--- config.mk ---
export PLATFORM = sky130hd
export DESIGN_NAME = vcr_ip_chan_rcv
export DESIGN_NICKNAME = d
export VERILOG_FILES = /design/src/rtl/vcr_ip_chan_rcv_pkg.sv /design/src/rtl/vcr_ivc_fifo.sv /design/src/rtl/vcr_ip_chan_rcv.sv
export SDC_FILE = /design/constraint.sdc
export NUM_CORES = 2
export LEC_CHECK = 0
export ABC_AREA = 1
export ABC_CLOCK_PERIOD_IN_PS = 12500
export BUFFER_PORTS_ARGS = -buffer_cell sky130_fd_sc_hd__buf_2
export CORE_MARGIN = 2
export CORE_UTILIZATION = 45
export CTS_CLUSTER_DIAMETER = 40
export DETAILED_ROUTE_END_ITERATION = 6
export SLEW_MARGIN = 20
export SYNTH_ARGS = -nofsm -noshare
export SYNTH_HDL_FRONTEND = slang
export SYNTH_SLANG_ARGS = --single-unit
--- constraint.sdc ---
create_clock -name clk -period 12.5 [get_ports clk]
set_input_delay 2.5 -clock clk [delete_from_list [all_inputs] [get_ports clk]]
set_output_delay 2.5 -clock clk [all_outputs]
set_load 0.05 [all_outputs]
--- src/rtl/vcr_ip_chan_rcv_pkg.sv ---
// rtl/vcr_ip_chan_rcv_pkg.sv - shared constants and helpers for the input-port channel receiver
package vcr_ip_chan_rcv_pkg;

    localparam int PACKET_FORMAT_TAIL_ONLY = 0;
    localparam int PACKET_FORMAT_HEAD_TAIL = 1;

    localparam int ERROR_CAPTURE_MODE_NONE    = 0;
    localparam int ERROR_CAPTURE_MODE_NO_HOLD = 1;
    localparam int ERROR_CAPTURE_MODE_HOLD    = 2;

    // Ceiling log2; clogb(1) is 0.
    function automatic int clogb(input int value);
        int result;
        result = 0;
        for (int v = value - 1; v > 0; v = v >> 1) begin
            result = result + 1;
        end
        return result;
    endfunction

endpackage

--- src/rtl/vcr_ivc_fifo.sv ---
// rtl/vcr_ivc_fifo.sv - one statically partitioned per-VC flit FIFO
module vcr_ivc_fifo
    import vcr_ip_chan_rcv_pkg::*;
#(
    parameter int depth      = 8,
    parameter int data_width = 64
) (
    input  logic                  clk,
    input  logic                  reset,
    input  logic                  push,
    input  logic [data_width-1:0] push_data,
    input  logic                  push_head,
    input  logic                  push_tail,
    input  logic                  pop,
    output logic [data_width-1:0] head_data,
    output logic                  head_head,
    output logic                  head_tail,
    output logic                  empty,
    output logic                  overflow,
    output logic                  underflow
);

    localparam int ptr_width = clogb(depth);

    logic [ptr_width-1:0] rd_ptr;
    logic [ptr_width-1:0] wr_ptr;
    logic [ptr_width:0]   occupancy;
    logic [data_width+1:0] mem [depth];
    logic full;
    logic pop_ok;
    logic push_ok;

    assign empty     = (occupancy == '0);
    assign full      = (occupancy == (ptr_width+1)'(depth));
    // No bypass: a pop only sees what was stored before this cycle, but a
    // concurrent pop on a full queue frees the slot the push needs.
    assign pop_ok    = pop && !empty;
    assign push_ok   = push && (!full || pop_ok);
    assign overflow  = push && !push_ok;
    assign underflow = pop && empty;

    assign head_data = mem[rd_ptr][data_width-1:0];
    assign head_tail = mem[rd_ptr][data_width];
    assign head_head = mem[rd_ptr][data_width+1];

    always_ff @(posedge clk) begin
        if (push_ok) begin
            mem[wr_ptr] <= {push_head, push_tail, push_data};
        end
    end

    always_ff @(posedge clk) begin
        if (reset) begin
            rd_ptr    <= '0;
            wr_ptr    <= '0;
            occupancy <= '0;
        end else begin
            if (push_ok) begin
                wr_ptr <= wr_ptr + ptr_width'(1);
            end
            if (pop_ok) begin
                rd_ptr <= rd_ptr + ptr_width'(1);
            end
            case ({push_ok, pop_ok})
                2'b10:   occupancy <= occupancy + (ptr_width+1)'(1);
                2'b01:   occupancy <= occupancy - (ptr_width+1)'(1);
                default: occupancy <= occupancy;
            endcase
        end
    end

endmodule

--- src/rtl/vcr_ip_chan_rcv.sv ---
// rtl/vcr_ip_chan_rcv.sv - router input-port channel receiver with per-VC FIFOs and credit return
module vcr_ip_chan_rcv
    import vcr_ip_chan_rcv_pkg::*;
#(
    parameter int buffer_size          = 32,
    parameter int num_message_classes  = 2,
    parameter int num_resource_classes = 2,
    parameter int num_vcs_per_class    = 1,
    parameter int packet_format        = PACKET_FORMAT_HEAD_TAIL,
    parameter int enable_link_pm       = 1,
    parameter int flit_data_width      = 64,
    parameter int error_capture_mode   = ERROR_CAPTURE_MODE_NO_HOLD,
    localparam int num_vcs         = num_message_classes * num_resource_classes * num_vcs_per_class,
    localparam int vc_idx_width    = clogb(num_vcs),
    localparam int link_ctrl_width = (enable_link_pm != 0) ? 1 : 0,
    localparam int flit_ctrl_width = 1 + vc_idx_width + ((packet_format == PACKET_FORMAT_HEAD_TAIL) ? 2 : 1),
    localparam int channel_width   = link_ctrl_width + flit_ctrl_width + flit_data_width
) (
    input  logic                       clk,
    input  logic                       reset,
    input  logic [channel_width-1:0]   channel_in,
    input  logic                       pop_valid,
    input  logic [num_vcs-1:0]         pop_ivc,
    output logic [num_vcs-1:0]         empty_ivc,
    output logic [num_vcs-1:0]         head_ivc,
    output logic [num_vcs-1:0]         tail_ivc,
    output logic [flit_data_width-1:0] flit_data_out,
    output logic [vc_idx_width:0]      flow_ctrl_out,
    output logic                       error
);

    localparam int depth     = buffer_size / num_vcs;
    localparam int tail_pos  = flit_data_width;
    localparam int vc_pos    = (packet_format == PACKET_FORMAT_HEAD_TAIL) ? tail_pos + 2 : tail_pos + 1;
    localparam int valid_pos = vc_pos + vc_idx_width;

    logic link_up;
    logic in_head;

    if (enable_link_pm != 0) begin : g_link
        assign link_up = channel_in[valid_pos+1];
    end else begin : g_no_link
        assign link_up = 1'b1;
    end

    if (packet_format == PACKET_FORMAT_HEAD_TAIL) begin : g_head_bit
        assign in_head = channel_in[tail_pos+1];
    end else begin : g_no_head_bit
        assign in_head = 1'b0;
    end

    logic                       stg_valid;
    logic                       stg_head;
    logic                       stg_tail;
    logic [vc_idx_width-1:0]    stg_vc;
    logic [flit_data_width-1:0] stg_data;

    // While the link is powered down the staged fields hold and only valid drops.
    always_ff @(posedge clk) begin
        if (reset) begin
            stg_valid <= 1'b0;
            stg_head  <= 1'b0;
            stg_tail  <= 1'b0;
            stg_vc    <= '0;
            stg_data  <= '0;
        end else if (link_up) begin
            stg_valid <= channel_in[valid_pos];
            stg_head  <= in_head;
            stg_tail  <= channel_in[tail_pos];
            stg_vc    <= channel_in[vc_pos +: vc_idx_width];
            stg_data  <= channel_in[flit_data_width-1:0];
        end else begin
            stg_valid <= 1'b0;
        end
    end

    logic [num_vcs-1:0] in_pkt;
    logic [num_vcs-1:0] push_ivc;
    logic [num_vcs-1:0] framing_ivc;
    logic               flit_head;

    assign flit_head = (packet_format == PACKET_FORMAT_HEAD_TAIL) ? stg_head : !in_pkt[stg_vc];

    // A head must open a packet and a non-head must continue one; both cases
    // reduce to the head bit disagreeing with the current in-packet state.
    always_comb begin
        push_ivc    = '0;
        framing_ivc = '0;
        for (int i = 0; i < num_vcs; i++) begin
            push_ivc[i]    = stg_valid && (stg_vc == vc_idx_width'(i));
            framing_ivc[i] = push_ivc[i] && (packet_format == PACKET_FORMAT_HEAD_TAIL)
                             && (stg_head == in_pkt[i]);
        end
    end

    always_ff @(posedge clk) begin
        if (reset) begin
            in_pkt <= '0;
        end else if (stg_valid) begin
            if (stg_tail) begin
                in_pkt[stg_vc] <= 1'b0;
            end else if (flit_head) begin
                in_pkt[stg_vc] <= 1'b1;
            end
        end
    end

    logic                       pop_onehot;
    logic                       multisel;
    logic                       pop_accept;
    logic [num_vcs-1:0]         pop_req;
    logic [num_vcs-1:0]         overflow_ivc;
    logic [num_vcs-1:0]         underflow_ivc;
    logic [num_vcs-1:0]         fifo_head;
    logic [num_vcs-1:0]         fifo_tail;
    logic [vc_idx_width-1:0]    pop_vc;
    logic [flit_data_width-1:0] fifo_data [num_vcs];

    assign pop_onehot = $onehot(pop_ivc);
    assign pop_req    = (pop_valid && pop_onehot) ? pop_ivc : '0;
    assign multisel   = pop_valid && !pop_onehot;
    assign pop_accept = |(pop_req & ~empty_ivc);

    for (genvar i = 0; i < num_vcs; i++) begin : g_ivc
        vcr_ivc_fifo #(
            .depth      (depth),
            .data_width (flit_data_width)
        ) u_fifo (
            .clk        (clk),
            .reset      (reset),
            .push       (push_ivc[i]),
            .push_data  (stg_data),
            .push_head  (flit_head),
            .push_tail  (stg_tail),
            .pop        (pop_req[i]),
            .head_data  (fifo_data[i]),
            .head_head  (fifo_head[i]),
            .head_tail  (fifo_tail[i]),
            .empty      (empty_ivc[i]),
            .overflow   (overflow_ivc[i]),
            .underflow  (underflow_ivc[i])
        );
    end

    assign head_ivc = fifo_head & ~empty_ivc;
    assign tail_ivc = fifo_tail & ~empty_ivc;

    always_comb begin
        flit_data_out = '0;
        pop_vc        = '0;
        for (int i = 0; i < num_vcs; i++) begin
            if (pop_ivc[i]) begin
                flit_data_out = flit_data_out | fifo_data[i];
                pop_vc        = vc_idx_width'(i);
            end
        end
    end

    logic [3*num_vcs:0] err_vec;
    logic               err_any;

    assign err_vec = {multisel, overflow_ivc, underflow_ivc, framing_ivc};
    assign err_any = |err_vec;

    always_ff @(posedge clk) begin
        if (reset) begin
            flow_ctrl_out <= '0;
            error         <= 1'b0;
        end else begin
            flow_ctrl_out <= pop_accept ? {1'b1, pop_vc} : '0;
            case (error_capture_mode)
                ERROR_CAPTURE_MODE_NONE: error <= 1'b0;
                ERROR_CAPTURE_MODE_HOLD: error <= error | err_any;
                default:                 error <= err_any;
            endcase
        end
    end

endmodule

==> metrics.md <==
| Metric | Value |
|---|---|
| Fin Hold WS | 481 ps |
| Critical-path cell with the highest stage delay | buf_4 |
| DIE AREA | 198000 um2 |
| Post-CTS setup buffers | 0 |
| Io pins | 157 |
| RSZ-0062 raised after global routing | false |
| CTS Buf Count | 320 |
| Clk pin slew, worst setup/hold paths | 60 ps |
| Most instantiated library cell after synthesis | edfxtp_1 |
| Hold buffer count at CTS | 0 |
| Die height | 445 um |
| Overall Global Routing Usage | 25.6% |
| DR pass1 iterations | 6 |
| Post-Syn Instances | 6786 |
| Area growth from synthesis to layout | 16.0% |
| Nature of the critical path endpoint | output pin |
| Worst reg2reg path startpoint | stg_vc[1] |
| Power Dens Cells | 173 nW/um2 |
| Post-synth EDFFs | 2112 |
| Register area share after synthesis | 75.4% |
| Worst min-delay path class | flop to flop |
| Final slew viol count | 0 |
| Synth Flop Type | edfxtp_1 |
| Clock sinks | 2241 |
| Period minus WS final | 7550 ps |
| Synthesis Warnings | 0 |
| Vias in the first global route | 54500 |
| Core ar. | 193000 um2 |
| Slew @ Worst Pin | 1190 ps |
| Critical path's largest stage delay | 850 ps |
| WL/cell | 26.5 um |
| Endpoints failing setup | 0 |
| RePlAce Congestion | 0.813 |
| Gr ovfl total | 0 |
| Final-report hold violation count | 0 |
| Worst path cell trace | buf_4 > buf_4 > o21ai_0 > o22ai_1 > o21ai_0 > a31oi_1 > buf_2 |
| Reg2Reg Depth | 6 |
| Setup tns final | 0 ps |
| Reg power frac | 47.4% |
| Fill cells | 16100 |
| Routed WL | 258 mm |
| Synthesized cell area | 87600 um2 |
| Highest routed layer | met5 |
| Die width | 445 um |
| Vias/cell | 5.88 |
| Worst-skew pair later-pin latency | 960 ps |
| Crit-path max FO | 80 |
| Max Cap Viol | 0 |
| Clock Path Buffers | 4 |
| Syn nets | 6886 |
| Largest net degree at the start of global routing | 171 |
| DRC viols | 0 |
| Worst R2R End | g_ivc[0].u_fifo.mem[6][53] |
| Critical Path End | tail_ivc[1] |
| Mean post-synth cell area | 12.9 um2 |
| Tcrit/Tclk final | 60.4% |
| WL met1 | 107 mm |
| Post-CTS Resized | 0 |
| IO buf count | 156 |
| Initial antenna violation count | 7 |
| Layout cells sized above 1 | 12.4% |
| Internal | 0.0138 W |
| Slew margin rel. | 20.4% |
| Worst Skew | 84.8 ps |
| Initial core utilization | 45.4% |
| # nets final | 7039 |
| Sw Share | 21.8% |
| Top post-synthesis cells by area | edfxtp_1 72%, nor2_1 7.6%, o21ai_0 6.6% |
| Share of power burned in the clock network | 49.9% |
| Commonest cells post-synth | 2112 x edfxtp_1, 1779 x nor2_1, 1153 x o21ai_0, 512 x o211ai_1, 331 x clkbuf_1 |
| CTS H-tree lvls | 5 |
| Worst hold start | g_ivc[2].u_fifo.rd_ptr[0] |
| FMAX | 132 MHz |
| Critical setup path kind | flop to output pin |
| DR WL met3 | 20.0 mm |
| Reg2reg setup slack | 8230 ps |
| Crit path launch type | flop |
| Synthesis-stage register bit count | 2241 |
| Row count | 161 |
| CTS Root Buffer Type | clkbuf_16 |
| Share of the synthesized area in the top cell type | 72.4% |
| Logic pwr share | 2.7% |
| CTS tree | done |
| Async SR Flop Fraction | 0% |
| Sw Pwr | 0.00384 W |
| Iter 0 DRT Violations | 6703 |
| Synth cell types | 38 |
| Met2 WL post-DR | 123 mm |
| CP arrival | 5050 ps |
| Status | finished clean |
| Final core utilization | 52.6% |
| Cell taking the most area after synthesis | edfxtp_1 |
| DRT antenna net count | 0 |
| Critical path data required time | 10000 ps |
| Vias | 57100 |
| Post-DP HPWL | 143 mm |
| Leak | 33.7 nW |
| Global-route wire length before repair | 374 mm |
| Peak VDD IR | 112 uV |
power by group through the flow:
| stage | logic, W | clock network (W) | registers (W) |
|---|---|---|---|
| 6_report | 0.000473 | 0.00879 | 0.00834 |
| 5_1_grt | 0.000504 | 0.00920 | 0.00834 |
| 4_1_cts | 0.000474 | 0.00888 | 0.00834 |
| 3_5_place_dp | 0.000472 | 0 | 0.00850 |
| 3_3_place_gp | 0.000466 | 0 | 0.00849 |
| 2_1_floorplan | 0.000218 | 0 | 0.00851 |
per-stage QoR:
step	instances	setup WS [ps]	total power, W	area (um2)
finish	9712	4950	0.0176	102000
global route	9710	4800	0.0180	102000
CTS	9705	5010	0.0177	101000
detailed placement	9140	4560	0.00897	91100
global placement	9138	4560	0.00896	91000
floorplan	6786	2460	0.00872	87600
critical path: cells and delay by family (launching register included):
kind	cells	cell delay, ps
compound gates	4	1160
flops	1	720
buf+inv	3	2050
routing by layer:
metal	global-route usage [%]	vias to the layer above
met5	0	-
met4	8.65	4
met3	4.20	454
met2	41.2	2536
met1	35.4	28700
li1	-	25400
cell usage in the layout, fill, tap and decap left out, types with 58 or more instances in the layout:
master and instances:
edfxtp_1 2112, nor2_1 1751, o21ai_0 1153, o211ai_1 512, clkbuf_16 327, nand3_1 285, buf_2 151, buf_4 137
dfxtp_1 98, nand2_1 80, nand4_1 71, inv_1 58
cell type report:
cell class / count / area, um2 / area share (%)
Antenna cell: 4 / 10.0 / 0.00985
Multi-Input combinational cell: 4010 / 19700 / 19.4
Timing Repair Buffer: 294 / 1930 / 1.90
Inverter: 72 / 317 / 0.312
Sequential cell: 2241 / 66100 / 65.0
Tap cell: 2526 / 3160 / 3.11
Clock buffer: 361 / 8350 / 8.22
Clock inverter: 204 / 2070 / 2.03
flip-flops by register name, summed over array words and instances (netlist names), named ones only:
signal	cells
g_ivc.u_fifo.mem	2112
stg_data	64
error	1
g_ivc.u_fifo.rd_ptr	12
g_ivc.u_fifo.occupancy	16
g_ivc.u_fifo.wr_ptr	12
flow_ctrl_out	3
stg_tail	1
stg_valid	1
flit_head	1
stg_vc	2
how the worst min path moves through the flow:
stage	end	slack (ps)	cells after the start
after floorplan	flop	450	1
after global placement	g_ivc[0].u_fifo.rd_ptr[0]	460	1
after detailed placement	g_ivc[2].u_fifo.rd_ptr[0]	470	1
after CTS	g_ivc[2].u_fifo.rd_ptr[0]	480	1
after global routing	g_ivc[2].u_fifo.rd_ptr[0]	510	1
final	g_ivc[2].u_fifo.rd_ptr[0]	480	1
logic make-up (layout without fill, tap and decap cells):
family          Yosys count  in the layout  synth area share (%)
compound gates         1736           1736                  11.4
xor+xnor                  9              9                0.0900
fa+ha+maj                23             23                 0.363
buf+inv                 535            931                  2.44
flops                  2241           2241                  75.4
other cells               0              4                     0
simple gates           2242           2242                  10.3
(Power assumes the default switching activity.)
